$ cat src/rtl/hadamard4_inverse_seq_if.sv
// Handshake bundle for the inverse 4-point Hadamard engine.
// The slave modport is the transform's view and the master modport is the
// view of the producer/consumer pair driving it.
interface hadamard4_inverse_seq_if #(
  parameter int IN_W  = 9,
  parameter int OUT_W = 9
);
  logic                    in_valid;
  logic                    in_ready;
  logic signed [IN_W-1:0]  y0;
  logic signed [IN_W-1:0]  y1;
  logic signed [IN_W-1:0]  y2;
  logic signed [IN_W-1:0]  y3;
  logic                    out_valid;
  logic                    out_ready;
  logic signed [OUT_W-1:0] x0;
  logic signed [OUT_W-1:0] x1;
  logic signed [OUT_W-1:0] x2;
  logic signed [OUT_W-1:0] x3;
  logic                    inexact;
  logic                    sat;

  modport master (
    output in_valid, y0, y1, y2, y3, out_ready,
    input  in_ready, out_valid, x0, x1, x2, x3, inexact, sat
  );

  modport slave (
    input  in_valid, y0, y1, y2, y3, out_ready,
    output in_ready, out_valid, x0, x1, x2, x3, inexact, sat
  );
endinterface

$ cat src/rtl/hadamard4_inverse_seq.sv
// Inverse 4-point Hadamard transform, x = (H4 * y) / 4 in natural row order.
// One register bank is reused: it holds the sign-extended inputs, then the
// first butterfly results, then the second butterfly sums, before the
// scale/saturate stage writes the output registers.
module hadamard4_inverse_seq #(
  parameter int IN_W  = 9,
  parameter int OUT_W = 9
) (
  input  logic                   clk,
  input  logic                   rst,
  hadamard4_inverse_seq_if.slave bus
);
  localparam int W    = IN_W + 2;
  localparam int MAXI = (1 << (OUT_W - 1)) - 1;
  localparam logic signed [W-1:0] MAXV = W'(MAXI);
  localparam logic signed [W-1:0] MINV = W'(-MAXI - 1);

  typedef enum logic [2:0] {IDLE, BF1, BF2, SCALE, HOLD} state_t;

  state_t                  state;
  state_t                  state_next;
  logic signed [W-1:0]     r       [4];
  logic signed [W-1:0]     bf1     [4];
  logic signed [W-1:0]     bf2     [4];
  logic signed [W-1:0]     shifted [4];
  logic signed [OUT_W-1:0] xclip   [4];
  logic signed [OUT_W-1:0] xq      [4];
  logic                    inexact_next;
  logic                    sat_next;
  logic                    inexact_q;
  logic                    sat_q;

  // State register
  always_ff @(posedge clk) begin
    if (rst) state <= IDLE;
    else     state <= state_next;
  end

  // Next-state logic: fixed walk through the pipeline, HOLD waits for the consumer
  always_comb begin
    state_next = state;
    case (state)
      IDLE:    if (bus.in_valid) state_next = BF1;
      BF1:     state_next = BF2;
      BF2:     state_next = SCALE;
      SCALE:   state_next = HOLD;
      HOLD:    if (bus.out_ready) state_next = IDLE;
      default: state_next = IDLE;
    endcase
  end

  // Both butterfly stages computed from the shared register bank
  always_comb begin
    bf1[0] = r[0] + r[1];
    bf1[1] = r[0] - r[1];
    bf1[2] = r[2] + r[3];
    bf1[3] = r[2] - r[3];
    bf2[0] = r[0] + r[2];
    bf2[1] = r[1] + r[3];
    bf2[2] = r[0] - r[2];
    bf2[3] = r[1] - r[3];
  end

  // Divide by four with floor rounding, clip to the output range, collect flags
  always_comb begin
    inexact_next = 1'b0;
    sat_next     = 1'b0;
    for (int i = 0; i < 4; i++) begin
      shifted[i] = r[i] >>> 2;
      xclip[i]   = OUT_W'(shifted[i]);
      if (shifted[i] > MAXV) begin
        xclip[i] = OUT_W'(MAXV);
        sat_next = 1'b1;
      end else if (shifted[i] < MINV) begin
        xclip[i] = OUT_W'(MINV);
        sat_next = 1'b1;
      end
      if (r[i][1:0] != 2'b00) inexact_next = 1'b1;
    end
  end

  // Datapath registers: load, two butterfly passes, then the registered results
  always_ff @(posedge clk) begin
    if (rst) begin
      for (int i = 0; i < 4; i++) begin
        r[i]  <= '0;
        xq[i] <= '0;
      end
      inexact_q <= 1'b0;
      sat_q     <= 1'b0;
    end else begin
      case (state)
        IDLE: begin
          if (bus.in_valid) begin
            r[0] <= W'(bus.y0);
            r[1] <= W'(bus.y1);
            r[2] <= W'(bus.y2);
            r[3] <= W'(bus.y3);
          end
        end
        BF1: begin
          for (int i = 0; i < 4; i++) r[i] <= bf1[i];
        end
        BF2: begin
          for (int i = 0; i < 4; i++) r[i] <= bf2[i];
        end
        SCALE: begin
          for (int i = 0; i < 4; i++) xq[i] <= xclip[i];
          inexact_q <= inexact_next;
          sat_q     <= sat_next;
        end
        default: ;
      endcase
    end
  end

  assign bus.in_ready  = (state == IDLE);
  assign bus.out_valid = (state == HOLD);
  assign bus.x0        = xq[0];
  assign bus.x1        = xq[1];
  assign bus.x2        = xq[2];
  assign bus.x3        = xq[3];
  assign bus.inexact   = inexact_q;
  assign bus.sat       = sat_q;
endmodule
$ cat src/flat_wrapper.sv
// flat-port wrapper written by rule: the top's interface ports become plain ports
module hadamard4_inverse_seq_flat 
#(
  parameter int IN_W  = 9,
  parameter int OUT_W = 9
)
  (clk, rst, bus_in_valid, bus_y0, bus_y1, bus_y2, bus_y3, bus_out_ready, bus_in_ready, bus_out_valid, bus_x0, bus_x1, bus_x2, bus_x3, bus_inexact, bus_sat);
  hadamard4_inverse_seq_if #(.IN_W(IN_W), .OUT_W(OUT_W)) bus_i ();
  input  logic clk;
  input  logic rst;
  input wire logic [$bits(bus_i.in_valid)-1:0] bus_in_valid;
  input wire logic [$bits(bus_i.y0)-1:0] bus_y0;
  input wire logic [$bits(bus_i.y1)-1:0] bus_y1;
  input wire logic [$bits(bus_i.y2)-1:0] bus_y2;
  input wire logic [$bits(bus_i.y3)-1:0] bus_y3;
  input wire logic [$bits(bus_i.out_ready)-1:0] bus_out_ready;
  output wire logic [$bits(bus_i.in_ready)-1:0] bus_in_ready;
  output wire logic [$bits(bus_i.out_valid)-1:0] bus_out_valid;
  output wire logic [$bits(bus_i.x0)-1:0] bus_x0;
  output wire logic [$bits(bus_i.x1)-1:0] bus_x1;
  output wire logic [$bits(bus_i.x2)-1:0] bus_x2;
  output wire logic [$bits(bus_i.x3)-1:0] bus_x3;
  output wire logic [$bits(bus_i.inexact)-1:0] bus_inexact;
  output wire logic [$bits(bus_i.sat)-1:0] bus_sat;
  assign bus_i.in_valid = bus_in_valid;
  assign bus_i.y0 = bus_y0;
  assign bus_i.y1 = bus_y1;
  assign bus_i.y2 = bus_y2;
  assign bus_i.y3 = bus_y3;
  assign bus_i.out_ready = bus_out_ready;
  assign bus_in_ready = bus_i.in_ready;
  assign bus_out_valid = bus_i.out_valid;
  assign bus_x0 = bus_i.x0;
  assign bus_x1 = bus_i.x1;
  assign bus_x2 = bus_i.x2;
  assign bus_x3 = bus_i.x3;
  assign bus_inexact = bus_i.inexact;
  assign bus_sat = bus_i.sat;
  hadamard4_inverse_seq #(.IN_W(IN_W), .OUT_W(OUT_W)) u_core (.clk(clk), .rst(rst), .bus(bus_i));
endmodule
$ cat config.mk
export PLATFORM = sky130hd
export DESIGN_NAME = hadamard4_inverse_seq_flat
export DESIGN_NICKNAME = d
export VERILOG_FILES = /design/src/rtl/hadamard4_inverse_seq_if.sv /design/src/rtl/hadamard4_inverse_seq.sv /design/src/flat_wrapper.sv
export SDC_FILE = /design/constraint.sdc
export NUM_CORES = 1
export LEC_CHECK = 0
export ABC_AREA = 1
export CAP_MARGIN = 20
export CORE_MARGIN = 8
export CORE_UTILIZATION = 59
export DETAILED_ROUTE_END_ITERATION = 10
export GPL_TIMING_DRIVEN = 0
export PLACE_DENSITY = 0.83
export SYNTH_ARGS = -nofsm -noshare
export SYNTH_HDL_FRONTEND = slang
export SYNTH_SLANG_ARGS = --single-unit
$ cat constraint.sdc
create_clock -name clk -period 2.8 [get_ports clk]
set_input_delay 0.28 -clock clk [delete_from_list [all_inputs] [get_ports clk]]
set_output_delay 0.28 -clock clk [all_outputs]
set_load 0.01 [all_outputs]
==> run_results.csv <==
group,metric,value,unit
layout,final_common_cell,"nand2_1",
outcome,status,"finished clean",
power_and_ir_drop,peakVddDrop,0.322,mV
cts,path_clk_slew,0.07,ns
global_route,grt_max_degree,26,
die,io_pins,80,
hold_path,min_path_cells,2,
cts,cts_root_buf,"clkbuf_16",
route,drt-vias-per-instance,5.60,
cts,hold_buffers,0,
timing,skew,0.00956,ns
timing,whs,0.402,ns
logic_synthesis,synth.cell_area,7600,um^2
global_route,grt_first_pass_wirelength,35200,um
layout,area.growth.synth_to_final,18.0,%
global_route,grt_usage,0.274,
setup_path,cp.required,2.91,ns
logic_synthesis,synth_fp_nets,1163,
layout,final_cell_mix,"289 x nand2_1, 150 x inv_1, 108 x nand3_1",
global_route,overflow,0,
route,drcViolationCount,0,
place,port_buffers,79,
place,place.gp.congestion,0.990,
logic_synthesis,yosysWarnings,0,
timing,relSlewSlack,0.556,
place,pre_cts_ws,-0.633,ns
global_route,antenna_found_initial,0,
setup_path,crit_type,"flop to flop",
route,ant_nets,0,
cts,clock_path_buffers,2,
logic_synthesis,synth.distinct_cells,45,
layout,diodes,0,
die,die_x,129,um
timing,setup_slack,0.0566,ns
die,dieArea,16800,um^2
setup_path,start_kind,"flop",
logic_synthesis,syn_area_per_cell,7.26,um^2
cts,cts_tree,"yes",
job,drv_cap,0,
power_and_ir_drop,power.leakage,4.37,nW
timing,finalHoldViolations,0,
timing,setup_viol,0,
setup_path,endpoint_kind,"flop",
cts,clkSinkCount,85,
setup_path,crit_fanout,10,
timing,rsz0062_at_grt,"yes",
route,routedWlPerCell,17.3,um
logic_synthesis,synthCells,1046,
logic_synthesis,yosysSeqAreaShare,0.329,
setup_path,rrSetupSlack,0.06,ns
setup_path,arrival,2.85,ns
timing,slew_viol_final,0,
route,wirelength,22700,um
layout,fill_cells,1097,
timing,fin_crit,2.74,ns
layout,layout.nets,1257,
timing,period_share,0.980,
route,drt-initial-drc-count,822,
timing,tightestPinTransition,0.664,ns
cts,clk_latency,0.35,ns
route,dr.pass1.iters,8,
power_and_ir_drop,pwr_density_cell,664,nW/um^2
place,dp.final_hpwl,18500,um
die,row_count,41,
global_route,grt_pass1_vias,6744,
timing,fmax,0.365,GHz
hold_path,hold_path.class,"input port to flop",
cts,htree_levels,3,
die,start_util,0.602,
layout,drive_gt1_frac,0.0743,
route,vias,7375,
die,die_y,129,um
logic_synthesis,ys_ff_latch,85,
setup_path,ff2ff_path_depth,13,
die,core_area,12600,um^2
cts,cts_made_buffers,9,
-- routing by layer --
| layer | global-route usage | vias up | share of wire |
|---|---|---|---|
| met5 | 0 | - | 0 |
| met4 | 0.0915 | 0 | 0.025 |
| met3 | 0.0431 | 32 | 0.084 |
| met2 | 0.442 | 321 | 0.46 |
| met1 | 0.366 | 3408 | 0.43 |
| li1 | - | 3614 | - |
-- worst max-delay path, stage by stage, from the launching register on --
cell	delay (ns)
dfxtp_1	0.37
nor2_2	0.17
nand3_4	0.13
buf_8	0.17
buf_4	0.19
mux2i_1	0.14
ha_2	0.22
fa_2	0.43
o21bai_4	0.21
nand4_1	0.19
nand2_1	0.11
nand2_1	0.06
nand3_1	0.07
nand2_1	0.06
-- cell usage after synthesis (all sizes together) --
cell type / instances / area [um^2]
a21boi: 1 / 7.51
a21o: 2 / 15.0
a21oi: 58 / 302
a22o: 1 / 8.76
a22oi: 1 / 7.51
a31oi: 3 / 18.8
a32o: 1 / 10.0
buf: 25 / 180
clkbuf: 2 / 7.51
dfxtp: 5 / 100
edfxtp: 80 / 2400
fa: 7 / 140
ha: 70 / 876
inv: 156 / 591
mux2i: 1 / 10.0
nand2: 293 / 1120
nand3: 110 / 576
nand3b: 4 / 30.0
nand4: 14 / 103
nor2: 117 / 489
nor3: 3 / 26.3
nor4: 2 / 12.5
o211ai: 2 / 15.0
o21ai: 57 / 293
o21bai: 7 / 52.6
o221ai: 1 / 8.76
o22ai: 1 / 6.26
or2: 3 / 18.8
xnor2: 6 / 52.6
xor2: 13 / 114
-- area by class of cell --
type                       count  area, um^2  share of cell area
tap                          172         215              0.0240
sequential                    85        2500               0.279
clock inverter                 5        52.6             0.00586
buffer                        27         189              0.0211
clock buffer                  10         229              0.0256
inverter                     156         591              0.0659
multi-input combinational    778        4340               0.485
timing repair buffer          83         840              0.0937
-- where the power goes --
part	internal [mW]	switching [mW]
sequential	1.59	0.242
clock	0.682	0.498
combinational	1.05	1.89
-- final timing paths --
| check | to | from |
|---|---|---|
| setup / recovery | u_core.r[0][41]$_DFFE_PP_ | u_core.state[0]$_SDFFE_PP0P_ |
| hold / removal | u_core.state[0]$_SDFFE_PP0P_ | rst |
| setup reg to reg | u_core.r[0][41]$_DFFE_PP_ | u_core.state[0]$_SDFFE_PP0P_ |
| hold reg to reg | u_core.bus.sat$_SDFFE_PP0P_ | u_core.bus.sat$_SDFFE_PP0P_ |
-- state kept, by name, indices dropped and copies added, names as in the netlist --
name                count
u_core.xq              36
u_core.state            3
u_core.r               44
u_core.bus.sat          1
u_core.bus.inexact      1
-- timing repair --
item,CTS,global route
pin swaps,0,6
gates resized for setup,3,9
endpoints found under the hold margin,0,0
setup buffers,1,2
setup endpoints to repair,5,5
-- per-stage QoR --
step / instances / utilization / instance area, um^2 / total power, mW / setup TNS [ns]
global placement: 1297 / 0.682 / 8600 / 4.60 / -3.42
CTS: 1314 / 0.707 / 8920 / 5.83 / 0
finish: 1316 / 0.710 / 8960 / 5.95 / 0
floorplan: 1046 / - / 7600 / 3.83 / 0
global route: 1316 / 0.710 / 8960 / 6.34 / -0.0295
detailed placement: 1298 / 0.684 / 8630 / 4.65 / -3.28
-- kinds of logic (layout without fill, tap and decap cells) --
logic type	after synthesis	in the layout	synth area share
compound gates	135	135	0.0980
xor+xnor	19	19	0.0219
fa+ha+maj	77	77	0.134
buf+inv	183	281	0.102
flops	85	85	0.329
mux	1	1	0.00132
simple gates	546	546	0.313
Power figures use the tool's default switching activity.
